--- config.mk ---
export PLATFORM = sky130hd
export DESIGN_NAME = gray_position_tracker
export DESIGN_NICKNAME = d
export VERILOG_FILES = /design/src/rtl/gray_position_tracker.sv
export SDC_FILE = /design/constraint.sdc
export NUM_CORES = 1
export LEC_CHECK = 0
export ABC_AREA = 1
export ABC_CLOCK_PERIOD_IN_PS = 3500
export CAP_MARGIN = 10
export CORE_MARGIN = 2
export CORE_UTILIZATION = 49
export DETAILED_ROUTE_END_ITERATION = 8
export GPL_TIMING_DRIVEN = 0
export PLACE_DENSITY = 0.75
export SLEW_MARGIN = 10
export SYNTH_ARGS = -nofsm -noshare
export SYNTH_HDL_FRONTEND = slang
export SYNTH_SLANG_ARGS = --single-unit
--- constraint.sdc ---
create_clock -name clk -period 3.5 [get_ports clk]
set_input_delay 0.525 -clock clk [delete_from_list [all_inputs] [get_ports clk]]
set_output_delay 0.525 -clock clk [all_outputs]
set_load 0.02 [all_outputs]
--- src/rtl/gray_position_tracker.sv ---
//------------------------------------------------------------------------------
// Module      : gray_position_tracker
// Description : Synchronises and deglitches a Gray-coded position word,
//               converts it to binary, classifies accepted changes as
//               +1 / -1 steps or illegal jumps, and keeps a signed
//               revolution count across wrap-around.
// Revision    : 1.0 - initial release
//------------------------------------------------------------------------------
`default_nettype none

module gray_position_tracker #(
   parameter int WIDTH         = 4,
   parameter int STABLE_CYCLES = 3,
   parameter int REV_WIDTH     = 8
) (
   input  logic                 clk,
   input  logic                 rst_n,
   input  logic                 en,
   input  logic [WIDTH-1:0]     gray_in,
   input  logic                 clr_err,
   output logic [WIDTH-1:0]     pos_gray,
   output logic [WIDTH-1:0]     pos_bin,
   output logic [REV_WIDTH-1:0] rev_count,
   output logic                 step_valid,
   output logic                 dir,
   output logic                 jump_err,
   output logic                 locked
);

   localparam int CNT_W = $clog2(STABLE_CYCLES + 1);
   localparam logic [CNT_W-1:0] c_acc_cnt = CNT_W'(STABLE_CYCLES - 1);
   localparam logic [CNT_W-1:0] c_sat_cnt = CNT_W'(STABLE_CYCLES);
   localparam logic [WIDTH-1:0] c_pos_max = {WIDTH{1'b1}};
   localparam logic [WIDTH-1:0] c_pos_one = WIDTH'(1);

   typedef enum logic [0:0] {
      ST_ACQUIRE = 1'b0,
      ST_TRACK   = 1'b1
   } state_t;

   state_t r_state, w_state_nxt;

   logic [WIDTH-1:0]     r_s1, r_sync, r_cand;
   logic                 r_s1_vld, r_sync_vld, r_cand_vld;
   logic [CNT_W-1:0]     r_cnt;
   logic [WIDTH-1:0]     r_pos_gray, r_pos_bin;
   logic [REV_WIDTH-1:0] r_rev;
   logic                 r_step, r_dir, r_err;

   logic                 w_accept;
   logic [WIDTH-1:0]     w_cand_bin, w_delta;
   logic [WIDTH-1:0]     w_pos_gray_nxt, w_pos_bin_nxt;
   logic [REV_WIDTH-1:0] w_rev_nxt;
   logic                 w_step_nxt, w_dir_nxt, w_err_set, w_err_nxt;

   function automatic logic [WIDTH-1:0] gray2bin(input logic [WIDTH-1:0] g);
      logic [WIDTH-1:0] b;
      b[WIDTH-1] = g[WIDTH-1];
      for (int i = WIDTH - 2; i >= 0; i--) begin
         b[i] = b[i+1] ^ g[i];
      end
      return b;
   endfunction

   // Two-flop synchroniser plus glitch filter. The valid bits keep the
   // zeroed reset contents of the pipeline from being mistaken for a sample,
   // so power-up acquisition takes the same time as any other change.
   always_ff @(posedge clk or negedge rst_n) begin
      if (!rst_n) begin
         r_s1       <= '0;
         r_sync     <= '0;
         r_s1_vld   <= 1'b0;
         r_sync_vld <= 1'b0;
         r_cand     <= '0;
         r_cand_vld <= 1'b0;
         r_cnt      <= '0;
      end else begin
         r_s1       <= gray_in;
         r_s1_vld   <= 1'b1;
         r_sync     <= r_s1;
         r_sync_vld <= r_s1_vld;
         if (r_sync_vld) begin
            if (!r_cand_vld || (r_sync != r_cand)) begin
               r_cand     <= r_sync;
               r_cand_vld <= 1'b1;
               r_cnt      <= '0;
            end else if (r_cnt != c_sat_cnt) begin
               r_cnt <= r_cnt + CNT_W'(1);
            end
         end
      end
   end

   // Fires exactly once per stable value; saturation keeps it from repeating.
   assign w_accept   = r_sync_vld && r_cand_vld && (r_sync == r_cand) && (r_cnt == c_acc_cnt);
   assign w_cand_bin = gray2bin(r_cand);
   assign w_delta    = w_cand_bin - r_pos_bin;

   // FSM state register.
   always_ff @(posedge clk or negedge rst_n) begin
      if (!rst_n) begin
         r_state <= ST_ACQUIRE;
      end else begin
         r_state <= w_state_nxt;
      end
   end

   // Next-state and datapath updates: step classification and revolution count.
   always_comb begin
      w_state_nxt    = r_state;
      w_pos_gray_nxt = r_pos_gray;
      w_pos_bin_nxt  = r_pos_bin;
      w_rev_nxt      = r_rev;
      w_step_nxt     = 1'b0;
      w_dir_nxt      = r_dir;
      w_err_set      = 1'b0;
      if (!en) begin
         w_state_nxt = ST_ACQUIRE;
      end else begin
         case (r_state)
            ST_ACQUIRE: begin
               if (w_accept) begin
                  w_pos_gray_nxt = r_cand;
                  w_pos_bin_nxt  = w_cand_bin;
                  w_state_nxt    = ST_TRACK;
               end
            end
            ST_TRACK: begin
               if (w_accept && (r_cand != r_pos_gray)) begin
                  w_pos_gray_nxt = r_cand;
                  w_pos_bin_nxt  = w_cand_bin;
                  if (w_delta == c_pos_one) begin
                     w_step_nxt = 1'b1;
                     w_dir_nxt  = 1'b1;
                     if (r_pos_bin == c_pos_max) begin
                        w_rev_nxt = r_rev + REV_WIDTH'(1);
                     end
                  end else if (w_delta == c_pos_max) begin
                     w_step_nxt = 1'b1;
                     w_dir_nxt  = 1'b0;
                     if (r_pos_bin == '0) begin
                        w_rev_nxt = r_rev - REV_WIDTH'(1);
                     end
                  end else begin
                     w_err_set = 1'b1;
                  end
               end
            end
            default: w_state_nxt = ST_ACQUIRE;
         endcase
      end
      // A new jump in the same cycle as clr_err keeps the flag set.
      w_err_nxt = w_err_set | (r_err & ~clr_err);
   end

   // Output / position registers.
   always_ff @(posedge clk or negedge rst_n) begin
      if (!rst_n) begin
         r_pos_gray <= '0;
         r_pos_bin  <= '0;
         r_rev      <= '0;
         r_step     <= 1'b0;
         r_dir      <= 1'b0;
         r_err      <= 1'b0;
      end else begin
         r_pos_gray <= w_pos_gray_nxt;
         r_pos_bin  <= w_pos_bin_nxt;
         r_rev      <= w_rev_nxt;
         r_step     <= w_step_nxt;
         r_dir      <= w_dir_nxt;
         r_err      <= w_err_nxt;
      end
   end

   assign pos_gray   = r_pos_gray;
   assign pos_bin    = r_pos_bin;
   assign rev_count  = r_rev;
   assign step_valid = r_step;
   assign dir        = r_dir;
   assign jump_err   = r_err;
   assign locked     = (r_state == ST_TRACK);

endmodule

`default_nettype wire

==> flow_summary_export.csv <==
group,metric,value,unit
logic_synthesis,syn_area_per_cell,8.59,um^2
cts,cts_tree,"built",
timing,worstMarginPinSlew,0.781,ns
timing,layout_min_cycle_time,3.45,ns
detailed_routing,detailroute.via_count,1721,
critical_path,critical_path.startpoint_type,"flip-flop",
finish,fin_util,0.687,
detailed_routing,drt-total-wl,4440,um
pwr,power.density_cell_area,454,nW/um^2
detailed_routing,ant_nets,0,
cts,cts_max_path_buffers,2,
global_routing,grt_util_all_layers,0.205,
logic_synthesis,leading_area_contributor_after_synthesis,"dfrtp_1",
critical_path,cp-endpoint,"rev_count[7]",
timing,final_cycle_share,0.985,
critical_path,worst-setup-path-type,"flip-flop to flip-flop",
cts,clkSinkCount,36,
pwr,vdd_drop_max,315,uV
critical_path,cpLargestDelayFamily,"adder cells",
floorplanning,design.die.area,4740,um^2
logic_synthesis,post_synth_most_frequent_cells,"73 x nand2_1, 36 x dfrtp_1, 29 x nand3_1",
logic_synthesis,synth.most_common_cell,"nand2_1",
logic_synthesis,synth.distinct_cells,35,
finish,post-route-cell-area,2770,um^2
logic_synthesis,dominantRegCellSynth,"dfrtp_1",
placement,dp.final_hpwl,2910,um
critical_path,cp_cell_instances,"xor2_4 > xor2_2 > xor2_1 > inv_1 > ha_4 > fa_1 > nand2_2 > a21oi_4 > nand3_4 > ha_4 > a21oi_4 > nor2_1 > nor2_1 > nand2_2 > inv_2 > nand3_2 > nand2_1 > nand3_1 > nand2_1",
timing,finClkSkew,0.00769,ns
cts,cts_root_buffer,"clkbuf_8",
critical_path,critPathLaunch,"r_cand[3]",
finish,layout-drive-gt1-share,0.231,
logic_synthesis,yosys_register_bits,36,
detailed_routing,detail_route.iter0.violations,96,
critical_path,critical_path.endpoint_type,"flip-flop",
global_routing,first_global_vias,1565,
global_routing,antenna_found_initial,0,
flow_run,max_cap_viol_count,0,
detailed_routing,wl_per_cell,13.2,um
logic_synthesis,area_fraction_of_the_dominant_cell_type_after_synthesis,0.437,
timing,slew-limit-headroom,0.479,
logic_synthesis,synth.area.top_cells,"dfrtp_1 44%, nand2_1 13%, ha_1 7.3%, nand3_1 7.0%, inv_1 4.4%",
cts,clkSlewWorstSetupHoldPaths,0.08,ns
finish,area_growth_syn_to_layout,34.3,%
logic_synthesis,synth.yosys.seq_area_share,0.437,
timing,setup_violations,0,
cts,clk-insertion-delay-late,0.29,ns
critical_path,timing.critical_path.arrival,3.68,ns
critical_path,worst_ep_required_time,3.73,ns
timing,unrepaired_setup_endpoints_after_global_routing,"yes",
detailed_routing,post-route-drc-count,0,
floorplanning,floorplan.core_area,4030,um^2
timing,hold_violations,0,
critical_path,worst_r2r_startpoint,"r_cand[3]",
floorplanning,floorplan.rows,23,
detailed_routing,drt_first_pass_iters,5,
critical_path,r2r.worst_path.cells,19,
detailed_routing,route.detailed.vias_per_inst,5.12,
placement,portBuffers,27,
floorplanning,start_util,0.511,
global_routing,grt_pass1_wl,7150,um
critical_path,maximum_fanout_along_the_worst_path,6,
global_routing,grt_max_degree,37,
finish,multi_input_gate_area,1210,um^2
timing,maxClockFrequency,0.290,GHz
logic_synthesis,syn-num-nets,262,
logic_synthesis,proportion_of_register_bits_with_asynchronous_set_or_reset_after_synthesis,1.00,
critical_path,reg2reg_to,"rev_count[7]",
logic_synthesis,synth.cell_area,2060,um^2
placement,finalWeightedCongestion,0.800,
global_routing,grt.overflow.total,0,
hold_path,hold_path.class,"input pin to asynchronous set/reset pin",
timing,final-max-slew-violation-count,0,
logic_synthesis,synth_enable_flop_cells,0,
finish,fillers,311,
critical_path,slowest_delay,0.53,ns
logic_synthesis,netlist_instances,240,
cts,h-tree-depth,2,
cts,cts_buffers,5,
finish,sequential_cell_area,902,um^2
placement,placed_instance_area,2390,um^2
pwr,static-leakage-power,1.36,nW
floorplanning,die_height,68.9,um
critical_path,timing.reg2reg.setup_slack,0.05,ns
critical_path,critical_path.slowest_cell,"fa_1",
critical_path,worstSetupPathDepth,19,
timing,setup_total_negative_slack,0,ns
floorplanning,io_pins,28,
critical_path,worstPathBufferInverterCount,2,
finish,final_nets,307,
finish,num_antenna_cells,0,
status,result_of_the_run,"finished clean",
floorplanning,die-width,68.9,um
logic_synthesis,synth-warning-count,0,
[per-layer routing]
metal	share of wire	up-vias	track usage
met3	0.033	9	0.0438
met4	0.019	0	0.0662
met2	0.49	33	0.333
met5	0	-	0
li1	-	854	-
met1	0.45	825	0.275
[sequential cells by signal, indices dropped and copies added, names as in the netlist, 2 cells and up]
register and flops:
r_cand 4, r_sync 4, r_s1 4, rev_count 8, r_cnt 2, pos_bin 3
pos_gray 4
[through the flow]
step / setup slack, ns / cells / power [W] / hold slack, ns
after global placement: -0.200 / 317 / 0.000765 / 0.332
after global routing: -0.170 / 336 / 0.00133 / 0.361
after detailed placement: -0.245 / 317 / 0.000775 / 0.335
after floorplan: 0.137 / 240 / 0.000706 / 0.229
final: 0.0525 / 336 / 0.00126 / 0.310
after CTS: 0.00991 / 328 / 0.00119 / 0.341
[cell usage in the layout (no fill, tap or decap), drive strengths merged]
cell type,n
inv,28
fa,2
a21boi,1
bufinv,1
clkinvlp,1
a21oi,7
clkbuf,5
o31ai,1
clkdlybuf4s50,26
nand3,32
or2,1
conb,1
o22ai,1
o21ai,6
nor2,10
nand4,3
dfrtp,36
xor2,9
a31oi,1
nand2,79
buf,14
clkinv,2
xnor2,4
ha,12
a21o,2
nand3b,1
[cell type report]
type / count / area share
tap: 50 / 0.0226
buffer: 3 / 0.00859
inverter: 29 / 0.0398
timing repair buffer: 37 / 0.124
clock inverter: 3 / 0.0154
clock buffer: 5 / 0.0249
multi-input combinational: 173 / 0.439
sequential: 36 / 0.326
[report_power, final]
group          internal [W]  switching [W]
Sequential         0.000432      0.0000169
Combinational      0.000182       0.000259
Clock              0.000211       0.000155
Total              0.000825       0.000431
[kinds of logic after synthesis]
group | after synthesis | share of synthesized area
other | 1 | 0.00182
buffers and inverters | 32 | 0.0619
and+or+nand+nor | 125 | 0.283
DFF | 36 | 0.437
AOI/OAI and AO/OA | 19 | 0.0613
adders and majority gates | 14 | 0.0923
xor gates and xnor gates | 13 | 0.0625
[repair_timing]
| item | CTS | global route |
|---|---|---|
| setup endpoints to repair | 5 | 8 |
| setup buffers | 2 | 8 |
| gates resized for setup | 7 | 23 |
| pin swaps | 2 | 19 |
| hold buffers | 0 | 0 |
| cloned | 1 | 0 |
[worst min-delay path by stage]
| stage | start | to |
|---|---|---|
| after CTS | rst_n | r_s1[2] |
| after global placement | r_s1[0] | r_sync[0] |
| after detailed placement | r_s1[0] | r_sync[0] |
| after floorplan | rst_n | dir |
| final | rst_n | r_s1[2] |
| after global routing | r_s1_vld | r_sync_vld |
(Power assumes the default switching activity.)
